[src/rtl/taxi_dma_ram_demux_rd_cr.sv]
// Per-segment DMA RAM read demux: routes client reads to one of PORTS RAMs and returns data in command order.
// Output FIFO space is reserved with a credit at command accept, so RAM responses are never back-pressured.
module taxi_dma_ram_demux_rd_cr #(
  parameter int PORTS            = 4,
  parameter int SEG_ADDR_W       = 12,
  parameter int SEG_DATA_W       = 64,
  parameter int DMA_SEL_W        = 4,
  parameter int RAM_SEL_W        = 2,
  parameter int ORDER_FIFO_DEPTH = 32,
  parameter int OUT_FIFO_DEPTH   = 16,
  parameter int MAX_OUTSTANDING  = 8
) (
  input  logic                          clk,
  input  logic                          rst_n,
  input  logic [DMA_SEL_W-1:0]          s_cmd_sel,
  input  logic [SEG_ADDR_W-1:0]         s_cmd_addr,
  input  logic                          s_cmd_valid,
  output logic                          s_cmd_ready,
  output logic [SEG_DATA_W-1:0]         s_resp_data,
  output logic                          s_resp_valid,
  input  logic                          s_resp_ready,
  output logic [PORTS*RAM_SEL_W-1:0]    m_cmd_sel,
  output logic [PORTS*SEG_ADDR_W-1:0]   m_cmd_addr,
  output logic [PORTS-1:0]              m_cmd_valid,
  input  logic [PORTS-1:0]              m_cmd_ready,
  input  logic [PORTS*SEG_DATA_W-1:0]   m_resp_data,
  input  logic [PORTS-1:0]              m_resp_valid,
  output logic [PORTS-1:0]              m_resp_ready,
  output logic [$clog2(OUT_FIFO_DEPTH):0] credits_used,
  output logic [PORTS-1:0]              port_busy
);
  localparam int PW  = (PORTS > 1) ? $clog2(PORTS) : 1;
  localparam int CW  = $clog2(OUT_FIFO_DEPTH) + 1;
  localparam int OW  = $clog2(MAX_OUTSTANDING) + 1;
  localparam int OAW = $clog2(ORDER_FIFO_DEPTH);
  localparam int RAW = $clog2(OUT_FIFO_DEPTH);

  logic [PW-1:0] cmd_port;
  if (PORTS > 1) begin : g_sel
    assign cmd_port = s_cmd_sel[DMA_SEL_W-1 -: PW];
  end else begin : g_nosel
    assign cmd_port = '0;
  end

  // command skid buffer
  logic                  out_vld_q, out_vld_d, tmp_vld_q, tmp_vld_d;
  logic [PW-1:0]         out_port_q, out_port_d, tmp_port_q, tmp_port_d;
  logic [RAM_SEL_W-1:0]  out_sel_q, out_sel_d, tmp_sel_q, tmp_sel_d;
  logic [SEG_ADDR_W-1:0] out_addr_q, out_addr_d, tmp_addr_q, tmp_addr_d;

  // order FIFO and response FIFO pointers carry one wrap bit
  logic [PW-1:0]  ord_mem [ORDER_FIFO_DEPTH];
  logic [OAW:0]   ord_wr_q, ord_wr_d, ord_rd_q, ord_rd_d;
  logic [SEG_DATA_W-1:0] rf_mem [OUT_FIFO_DEPTH];
  logic [RAW:0]   rf_wr_q, rf_wr_d, rf_rd_q, rf_rd_d;

  logic                  s1_vld_q, s1_vld_d, rsp_vld_q, rsp_vld_d;
  logic [SEG_DATA_W-1:0] s1_dat_q, s1_dat_d, rsp_dat_q, rsp_dat_d;

  logic [CW-1:0]  credits_q, credits_d;
  logic [OW-1:0]  outstanding_q [PORTS];
  logic [OW-1:0]  outstanding_d [PORTS];
  logic [PORTS-1:0] port_busy_q, port_busy_d;

  logic          ord_full, ord_empty, rf_full, rf_empty;
  logic [PW-1:0] ord_head;
  logic          cmd_acc, out_hs, resp_hs, s_hs, rsp_free, s1_move, rf_pop;

  assign ord_empty = (ord_wr_q == ord_rd_q);
  assign ord_full  = (ord_wr_q[OAW] != ord_rd_q[OAW]) && (ord_wr_q[OAW-1:0] == ord_rd_q[OAW-1:0]);
  assign rf_empty  = (rf_wr_q == rf_rd_q);
  assign rf_full   = (rf_wr_q[RAW] != rf_rd_q[RAW]) && (rf_wr_q[RAW-1:0] == rf_rd_q[RAW-1:0]);
  assign ord_head  = ord_mem[ord_rd_q[OAW-1:0]];

  assign s_cmd_ready = !tmp_vld_q && !ord_full && (credits_q < CW'(OUT_FIFO_DEPTH))
                       && (outstanding_q[cmd_port] < OW'(MAX_OUTSTANDING));
  assign cmd_acc  = s_cmd_valid && s_cmd_ready;
  assign out_hs   = out_vld_q && m_cmd_ready[out_port_q];
  assign resp_hs  = !ord_empty && m_resp_valid[ord_head];
  assign s_hs     = rsp_vld_q && s_resp_ready;
  assign rsp_free = !rsp_vld_q || s_resp_ready;
  assign s1_move  = s1_vld_q && rsp_free;
  assign rf_pop   = !rf_empty && (!s1_vld_q || s1_move);

  always_comb begin
    for (int i = 0; i < PORTS; i++) begin
      m_cmd_valid[i]  = out_vld_q && (out_port_q == PW'(i));
      m_resp_ready[i] = !ord_empty && (ord_head == PW'(i));
      m_cmd_sel[i*RAM_SEL_W +: RAM_SEL_W]    = out_sel_q;
      m_cmd_addr[i*SEG_ADDR_W +: SEG_ADDR_W] = out_addr_q;
    end
  end

  always_comb begin
    out_vld_d  = out_vld_q;  out_port_d = out_port_q;
    out_sel_d  = out_sel_q;  out_addr_d = out_addr_q;
    tmp_vld_d  = tmp_vld_q;  tmp_port_d = tmp_port_q;
    tmp_sel_d  = tmp_sel_q;  tmp_addr_d = tmp_addr_q;
    if (!out_vld_q || out_hs) begin
      if (tmp_vld_q) begin
        out_vld_d  = 1'b1;       out_port_d = tmp_port_q;
        out_sel_d  = tmp_sel_q;  out_addr_d = tmp_addr_q;
        tmp_vld_d  = 1'b0;
      end else begin
        out_vld_d = cmd_acc;
        if (cmd_acc) begin
          out_port_d = cmd_port;
          out_sel_d  = s_cmd_sel[RAM_SEL_W-1:0];
          out_addr_d = s_cmd_addr;
        end
      end
    end else if (cmd_acc) begin
      tmp_vld_d  = 1'b1;
      tmp_port_d = cmd_port;
      tmp_sel_d  = s_cmd_sel[RAM_SEL_W-1:0];
      tmp_addr_d = s_cmd_addr;
    end
  end

  always_comb begin
    ord_wr_d  = ord_wr_q + {{OAW{1'b0}}, cmd_acc};
    ord_rd_d  = ord_rd_q + {{OAW{1'b0}}, resp_hs};
    rf_wr_d   = rf_wr_q + {{RAW{1'b0}}, resp_hs};
    rf_rd_d   = rf_rd_q + {{RAW{1'b0}}, rf_pop};
    s1_vld_d  = rf_pop ? 1'b1 : (s1_move ? 1'b0 : s1_vld_q);
    s1_dat_d  = rf_pop ? rf_mem[rf_rd_q[RAW-1:0]] : s1_dat_q;
    rsp_vld_d = s1_move ? 1'b1 : (s_hs ? 1'b0 : rsp_vld_q);
    rsp_dat_d = s1_move ? s1_dat_q : rsp_dat_q;
    credits_d = credits_q;
    if (cmd_acc && !s_hs) credits_d = credits_q + CW'(1);
    else if (!cmd_acc && s_hs) credits_d = credits_q - CW'(1);
    for (int i = 0; i < PORTS; i++) begin
      outstanding_d[i] = outstanding_q[i];
      if ((cmd_acc && cmd_port == PW'(i)) && !(resp_hs && ord_head == PW'(i)))
        outstanding_d[i] = outstanding_q[i] + OW'(1);
      else if (!(cmd_acc && cmd_port == PW'(i)) && (resp_hs && ord_head == PW'(i)))
        outstanding_d[i] = outstanding_q[i] - OW'(1);
      port_busy_d[i] = (outstanding_d[i] != '0);
    end
  end

  always_ff @(posedge clk or negedge rst_n) begin
    if (!rst_n) begin
      out_vld_q <= 1'b0; out_port_q <= '0; out_sel_q <= '0; out_addr_q <= '0;
      tmp_vld_q <= 1'b0; tmp_port_q <= '0; tmp_sel_q <= '0; tmp_addr_q <= '0;
      ord_wr_q <= '0; ord_rd_q <= '0; rf_wr_q <= '0; rf_rd_q <= '0;
      s1_vld_q <= 1'b0; s1_dat_q <= '0; rsp_vld_q <= 1'b0; rsp_dat_q <= '0;
      credits_q <= '0; port_busy_q <= '0;
      for (int i = 0; i < PORTS; i++) outstanding_q[i] <= '0;
    end else begin
      out_vld_q <= out_vld_d; out_port_q <= out_port_d; out_sel_q <= out_sel_d; out_addr_q <= out_addr_d;
      tmp_vld_q <= tmp_vld_d; tmp_port_q <= tmp_port_d; tmp_sel_q <= tmp_sel_d; tmp_addr_q <= tmp_addr_d;
      ord_wr_q <= ord_wr_d; ord_rd_q <= ord_rd_d; rf_wr_q <= rf_wr_d; rf_rd_q <= rf_rd_d;
      s1_vld_q <= s1_vld_d; s1_dat_q <= s1_dat_d; rsp_vld_q <= rsp_vld_d; rsp_dat_q <= rsp_dat_d;
      credits_q <= credits_d; port_busy_q <= port_busy_d;
      for (int i = 0; i < PORTS; i++) outstanding_q[i] <= outstanding_d[i];
    end
  end

  always_ff @(posedge clk) begin
    if (cmd_acc) ord_mem[ord_wr_q[OAW-1:0]] <= cmd_port;
    if (resp_hs) rf_mem[rf_wr_q[RAW-1:0]] <= m_resp_data[int'(ord_head)*SEG_DATA_W +: SEG_DATA_W];
  end

  // credits should make these impossible; firing means the accounting is broken
  always @(posedge clk) begin
    if (rst_n) begin
      assert (!(resp_hs && rf_full));
      assert (!(s_hs && !cmd_acc && credits_q == '0));
      assert (!(cmd_acc && !s_hs && credits_q == CW'(OUT_FIFO_DEPTH)));
      assert (!(resp_hs && outstanding_q[ord_head] == '0));
    end
  end

  assign s_resp_data  = rsp_dat_q;
  assign s_resp_valid = rsp_vld_q;
  assign credits_used = credits_q;
  assign port_busy    = port_busy_q;
endmodule

[config.mk]
export PLATFORM = sky130hd
export DESIGN_NAME = taxi_dma_ram_demux_rd_cr
export DESIGN_NICKNAME = d
export VERILOG_FILES = /design/src/rtl/taxi_dma_ram_demux_rd_cr.sv
export SDC_FILE = /design/constraint.sdc
export NUM_CORES = 1
export LEC_CHECK = 0
export ABC_CLOCK_PERIOD_IN_PS = 10000
export BUFFER_PORTS_ARGS = -buffer_cell sky130_fd_sc_hd__clkbuf_2
export CORE_MARGIN = 3
export CORE_UTILIZATION = 35
export CTS_BUF_LIST = sky130_fd_sc_hd__clkbuf_8 sky130_fd_sc_hd__clkbuf_16
export DETAILED_ROUTE_END_ITERATION = 10
export SLEW_MARGIN = 25
export SYNTH_ARGS = -nofsm -noshare
export SYNTH_HDL_FRONTEND = slang
export SYNTH_SLANG_ARGS = --single-unit
[constraint.sdc]
create_clock -name clk -period 10 [get_ports clk]
set_input_delay 0.5 -clock clk [delete_from_list [all_inputs] [get_ports clk]]
set_output_delay 0.5 -clock clk [all_outputs]
set_load 0.1 [all_outputs]
==> results by group, run 1 <==
Outcome
  – Status: finished, final reports clean

Setup path
  – Crit path arrival time: 6.50 ns
  – Crit path top cell by count: mux2i_1
  – CP top delay family: simple AND/OR/NAND/NOR gates
  – Crit-path max cell delay: 1.00 ns
  – Worst path required time: 10.35 ns
  – CP max FO: 41
  – Slowest library cell on the worst path: nor2_4
  – Critical path launch point type: register
  – CP Buf/Inv Count: 1
  – Worst Setup End Kind: register
  – Crit Path Category: reg -> reg
  – Crit path cell chain: mux4_2 -> a22o_1 -> a211o_1 -> nand2_4 -> mux2i_1 -> mux2i_1 -> nand3_1 -> nor2_4 -> buf_4

Drt
  – Initial DRC count: 2084
  – Vias: 25952
  – Post-DR vias/cell: 5.10
  – Post-route ant nets: 0
  – Drc violations: 0
  – Drt pass-1 iters: 8
  – DR WL/cell: 23.9 microns
  – Drt total wl: 122 mm

Synthesis
  – Top_reg_cell synth: edfxtp_1
  – Synth Net Count: 2886
  – Area contributors post-synth: edfxtp_1 62%, mux4_2 14%, dfrtp_1 10%, mux2_2 4.6%, mux2i_1 1.8%
  – Sequential area share after synthesis: 72.5%
  – Synth top area share: 62.4%
  – Synth area leader: edfxtp_1
  – Mapped Area: 52400 sq um
  – Post-synth EDFFs: 1088
  – Yosys warnings: 0
  – Synth unique cells: 59
  – Syn Area/Cell: 20.3 sq um
  – Syn Inst Count: 2581
  – Synthesis-stage register bit count: 1299
  – Ys async rst share: 16.2%

Finish
  – Fraction of layout cells with a size suffix above 1: 41.4%
  – Area taken by flip-flops and latches: 38000 sq um
  – Most frequent cells in the layout: 1088 x edfxtp_1, 421 x clkbuf_2, 332 x mux4_2
  – Area of the multi-input gates: 13800 sq um
  – Syn-to-layout area delta: 17.5%
  – Most common cell after layout, fill and taps aside: edfxtp_1
  – Inserted Diodes: 0
  – FILL cells: 13081
  – Nets@finish: 3349
  – Final core utilization: 41.5%

Floorplan
  – IO Count: 423
  – DIE HEIGHT: 393 microns
  – Row cnt: 141
  – Core ar.: 148000 sq um
  – Full die area: 154000 sq um
  – Die width: 393 microns
  – Effective utilization at floorplan: 35.3%

Placement
  – Port Buf Inserts: 422
  – DP Wirelength: 73.0 mm
  – Final Wtd Congestion: 0.773
  – Pre-CTS WS: 3.73 ns

Global route
  – Total grt overflow: 0
  – Total Routing Usage GR: 15.8%
  – Vias in the first global route: 27095
  – Antenna violations before repair: 4
  – Largest net degree at the start of global routing: 144
  – First-pass GRT wire length: 179 mm

STA
  – Max Freq: 163 MHz
  – TNS Setup: 0 ns
  – RSZ-0062 raised after global routing: no
  – Clock skew: 0.0476 ns
  – Setup WS post-layout: 3.85 ns
  – Final hold vios: 0
  – Worst slew pin tran: 1.04 ns
  – Slew Limit Fails: 0
  – Period minus WS final: 6.15 ns
  – Final Setup Violations: 0
  – Fin crit share: 61.5%
  – Relative slew slack: 30.8%

CTS
  – CTS clk-pin slew, worst paths: 0.06 ns
  – CTS tree: built
  – Clk sink count: 1299
  – H-tree Lvls: 4
  – Clock Latency Late Sink: 0.76 ns
  – Clock root cell: clkbuf_16
  – Number of buffers created by CTS: 137
  – Post-CTS Resized: 0
  – CTS max path bufs: 3

Run
  – Max-Cap Viols: 0

Hold path
  – Min-Delay Path Class: in -> reg
## layout make-up
| class | count | share of cell area (%) |
|---|---|---|
| repair buffers | 508 | 4.63 |
| well taps | 1930 | 3.93 |
| inverters | 12 | 0.0732 |
| multi-input cells | 1086 | 22.4 |
| clock inverters | 108 | 1.48 |
| clock buffers | 144 | 5.79 |
| flip-flops and latches | 1299 | 61.7 |
## cells by family after synthesis
| family | after synthesis | synth area share [%] |
|---|---|---|
| AOI/OAI and AO/OA | 121 | 1.40 |
| xor gates and xnor gates | 42 | 0.703 |
| adders and majority gates | 21 | 0.516 |
| buffers and inverters | 196 | 1.82 |
| DFF | 1299 | 72.5 |
| muxes | 642 | 20.7 |
| and+or+nand+nor | 260 | 2.35 |
## metrics by stage
step           std cells  hold slack (ns)  instance area [sq um]
2_1_floorplan       2581            0.204                  52400
3_3_place_gp        4818            0.475                  56700
3_5_place_dp        4820            0.474                  56800
4_1_cts             5087            0.152                  61400
5_1_grt             5087            0.187                  61500
6_report            5087            0.217                  61500
## routing by layer
metal  share of wire (%)  global-route usage (%)  vias to the layer above
li1                    -                       -                    11366
met1                  44                    22.1                    13708
met2                  49                    25.4                      742
met3                 5.9                    3.01                      136
met4                 1.7                    4.06                        0
met5                   0                       0                        -
## repair_timing
item	4_1_cts	5_1_grt
setup buffers	0	0
hold buffers	15	0
hold endpoints to repair	65	0
## state kept, by name (all words and copies together), names as in the netlist, 6 cells and up
register,cells
rf_mem,1024
ord_mem,64
s1_dat_q,64
s_resp_data,64
outstanding_q,16
out_addr_q,12
tmp_addr_q,12
ord_rd_q,6
ord_wr_q,6
## worst min-delay path, stage by stage
cell and delay, ns:
clkbuf_2 0.11, nand3_1 0.11, nand2_1 0.07, o21ai_0 0.07, o21ai_0 0.07
## synth_stat cells (20+ instances only)
cell,n
nor2_1,144
nand3_1,20
buf_1,26
mux4_2,332
clkbuf_1,97
xnor2_1,31
edfxtp_1,1088
buf_4,49
mux2i_1,95
dfrtp_1,211
nand2_1,25
mux2_2,215
ha_1,20
a21oi_1,84
## final timing paths
path | startpoint | endpoint | slack [ns] | cells past startpoint
worst max register to register | ord_rd_q[0] | rf_mem[10][21] | 3.85 | 9
worst min register to register | ord_wr_q[5] | ord_wr_q[5] | 0.49 | 1
worst max-delay path | ord_rd_q[0] | rf_mem[10][21] | 3.85 | 9
min in group asynchronous | rst_n | s_resp_data[44] | 0.27 | 2
max in group asynchronous | rst_n | tmp_vld_q | 7.79 | 4
worst min-delay path | m_resp_valid[0] | outstanding_q[13] | 0.22 | 5
Power of run 1 is not shown: default switching activity piles up to over one toggle a cycle in this logic, so the estimate is an artifact.
==> run 2, diff against run 1 <==
Settings changed: ABC_CLOCK_PERIOD_IN_PS 10000 to 5300.
Clock period 10 ns to 5.3 ns, I/O delays scaled along.
==> results by group, run 2 (synthesized netlist as in run 1, its figures left out) <==
Setup path
  – Crit path cell chain: buf_4 -> mux4_2 -> and2_1 -> o31ai_4 -> buf_4 -> and2_1 -> clkbuf_2 (was mux4_2 -> a22o_1 -> a211o_1 -> nand2_4 -> mux2i_1 -> mux2i_1 -> nand3_1 -> nor2_4 -> buf_4)
  – Crit path depth: 7 (was 9)
  – RR Endpoint: rf_mem[8][12] (was rf_mem[10][21])
  – Crit-path max cell delay: 0.71 ns (was 1.00 ns)
  – Worst Setup End Kind: output port (was register)
  – Setup crit start: ord_rd_q[0] (unchanged)
  – Critical path launch point type: register (unchanged)
  – CP top delay family: buffers and inverters (was simple AND/OR/NAND/NOR gates)
  – Slowest library cell on the worst path: dfrtp_1 (was nor2_4)
  – Crit path arrival time: 4.11 ns (was 6.50 ns)
  – Worst R2R Path Depth: 10 (was 9)
  – Worst r2r src: ord_rd_q[0] (unchanged)
  – R2R Setup Slk: 1.05 ns (was 3.85 ns)
  – Crit Path Category: reg -> out (was reg -> reg)
  – CP Buf/Inv Count: 3 (was 1)
  – CP max FO: 15 (was 41)
  – Setup crit end: m_resp_ready[0] (was rf_mem[10][21])
  – Worst path required time: 5.04 ns (was 10.35 ns)

Floorplan
  – IO Count: 423 (unchanged)
  – Full die area: 154000 sq um (unchanged)
  – Core ar.: 148000 sq um (unchanged)
  – DIE HEIGHT: 393 microns (unchanged)
  – Die width: 393 microns (unchanged)
  – Effective utilization at floorplan: 35.3% (unchanged)
  – Row cnt: 141 (unchanged)

STA
  – Relative slew slack: 31.1% (was 30.8%)
  – Slew Limit Fails: 0 (unchanged)
  – Clock skew: 0.0372 ns (was 0.0476 ns)
  – Worst slew pin tran: 1.03 ns (was 1.04 ns)
  – Period minus WS final: 4.38 ns
  – Final hold vios: 0 (unchanged)
  – RSZ-0062 raised after global routing: no (unchanged)
  – Fin crit share: 82.6%
  – WHS: 0.0818 ns (was 0.217 ns)
  – Setup WS post-layout: 0.924 ns (was 3.85 ns)
  – Final Setup Violations: 0 (unchanged)
  – Max Freq: 229 MHz

Placement
  – Pre-CTS WS: 0.941 ns (was 3.73 ns)
  – Final Wtd Congestion: 0.776 (was 0.773)
  – Port Buf Inserts: 422 (unchanged)
  – DP Wirelength: 75.5 mm (was 73.0 mm)

Finish
  – Max reg flops: 1024 (unchanged)
  – Syn-to-layout area delta: 18.9% (was 17.5%)
  – Nets@finish: 3394 (was 3349)
  – Fraction of layout cells with a size suffix above 1: 41.7% (was 41.4%)
  – Most frequent cells in the layout: 1088 x edfxtp_1, 421 x clkbuf_2, 332 x mux4_2 (unchanged)
  – Most common cell after layout, fill and taps aside: edfxtp_1 (unchanged)
  – FILL cells: 12991 (was 13081)
  – Inserted Diodes: 0 (unchanged)

Drt
  – Post-DR vias/cell: 5.16 (was 5.10)
  – Drt total wl: 128 mm (was 122 mm)
  – Vias: 26502 (was 25952)
  – Initial DRC count: 2107 (was 2084)
  – Drc violations: 0 (unchanged)
  – DR WL/cell: 25.0 microns (was 23.9 microns)
  – Post-route ant nets: 0 (unchanged)
  – Drt pass-1 iters: 5 (was 8)

CTS
  – Number of buffers created by CTS: 136 (was 137)
  – Clock Latency Late Sink: 0.77 ns (was 0.76 ns)
  – Clk sink count: 1299 (unchanged)
  – Postcts setup bufs: 0 (unchanged)
  – CTS max path bufs: 3 (unchanged)
  – CTS clk-pin slew, worst paths: 0.06 ns (about the same)
  – CTS tree: built (unchanged)
  – Clock root cell: clkbuf_16 (unchanged)
  – H-tree Lvls: 4 (unchanged)

Global route
  – First-pass GRT wire length: 189 mm (was 179 mm)
  – Vias in the first global route: 27305 (was 27095)
  – Total Routing Usage GR: 16.7% (was 15.8%)
  – Largest net degree at the start of global routing: 122 (was 144)
  – Antenna violations before repair: 2 (was 4)
  – Total grt overflow: 0 (unchanged)

Run
  – Max-Cap Viols: 0 (unchanged)

Outcome
  – Status: finished, final reports clean (unchanged)

Hold path
  – Min-Delay Path Class: in -> reg (unchanged)
  – Hold Crit Depth: 5 (unchanged)
[run 2: changes by cell type in the layout (fill, tap and decap cells not counted), sizes merged]
cell	change
dlygate4sd3	+4
buf	+42
inv	-11
bufinv	-1
clkinv	+5
clkbuf	+6
[run 2: how the worst min path moves through the flow]
stage | slack (ns) | from | endpoint
2_1_floorplan | -0.03 | rst_n | credits_used[0]
3_3_place_gp | 0.19 | rst_n | s_resp_data[41]
3_5_place_dp | 0.19 | rst_n | s_resp_data[41]
4_1_cts | 0.02 | s_cmd_valid | outstanding_q[11]
5_1_grt | 0.1 | m_cmd_ready[3] | tmp_vld_q
6_report | 0.08 | m_resp_valid[0] | outstanding_q[13]
[run 2: stage by stage]
stage | setup TNS (ns) | cells | instance area [sq um] | utilization, %
floorplan | -189.72 | 2581 | 52400 | -
global placement | 0 | 4858 | 57400 | 38.8
detailed placement | 0 | 4860 | 57500 | 38.8
CTS | 0 | 5131 | 62100 | 41.9
global route | 0 | 5132 | 62200 | 42.0
finish | 0 | 5132 | 62200 | 42.0
[run 2: worst reg2reg max path: stages (launching register included)]
cell,delay [ns]
dfrtp_1,0.71
buf_4,0.29
mux4_2,0.51
a211o_1,0.37
nand2_4,0.30
mux2i_1,0.13
mux2i_1,0.29
nand3b_1,0.12
buf_4,0.22
nor2_4,0.66
buf_4,0.34
[run 2: layer usage]
layer | global-route usage, % | wire length (microns) | part of all wire, % | vias up
met5 | 0 | 0 | 0 | -
met4 | 4.19 | 2060 | 1.6 | 0
met1 | 23.7 | 56800 | 44 | 14105
li1 | - | - | - | 11457
met2 | 27.0 | 62400 | 49 | 791
met3 | 2.74 | 6750 | 5.3 | 149
[run 2: timing repair]
item | in CTS | in global routing
gates resized for setup | 0 | 0
endpoints found under the hold margin | 198 | 0
hold buffers | 20 | 0
[run 2: area by class of cell]
cell class | instances | area, sq um | share of cell area (%)
Timing Repair Buffer | 554 | 3640 | 5.85
Inverter | 12 | 45.0 | 0.0724
Multi-Input combinational cell | 1086 | 13700 | 22.1
Clock inverter | 101 | 781 | 1.25
Tap cell | 1930 | 2410 | 3.88
Clock buffer | 150 | 3630 | 5.83
Sequential cell | 1299 | 38000 | 61.0
Power of run 2 is left out for the same reason.
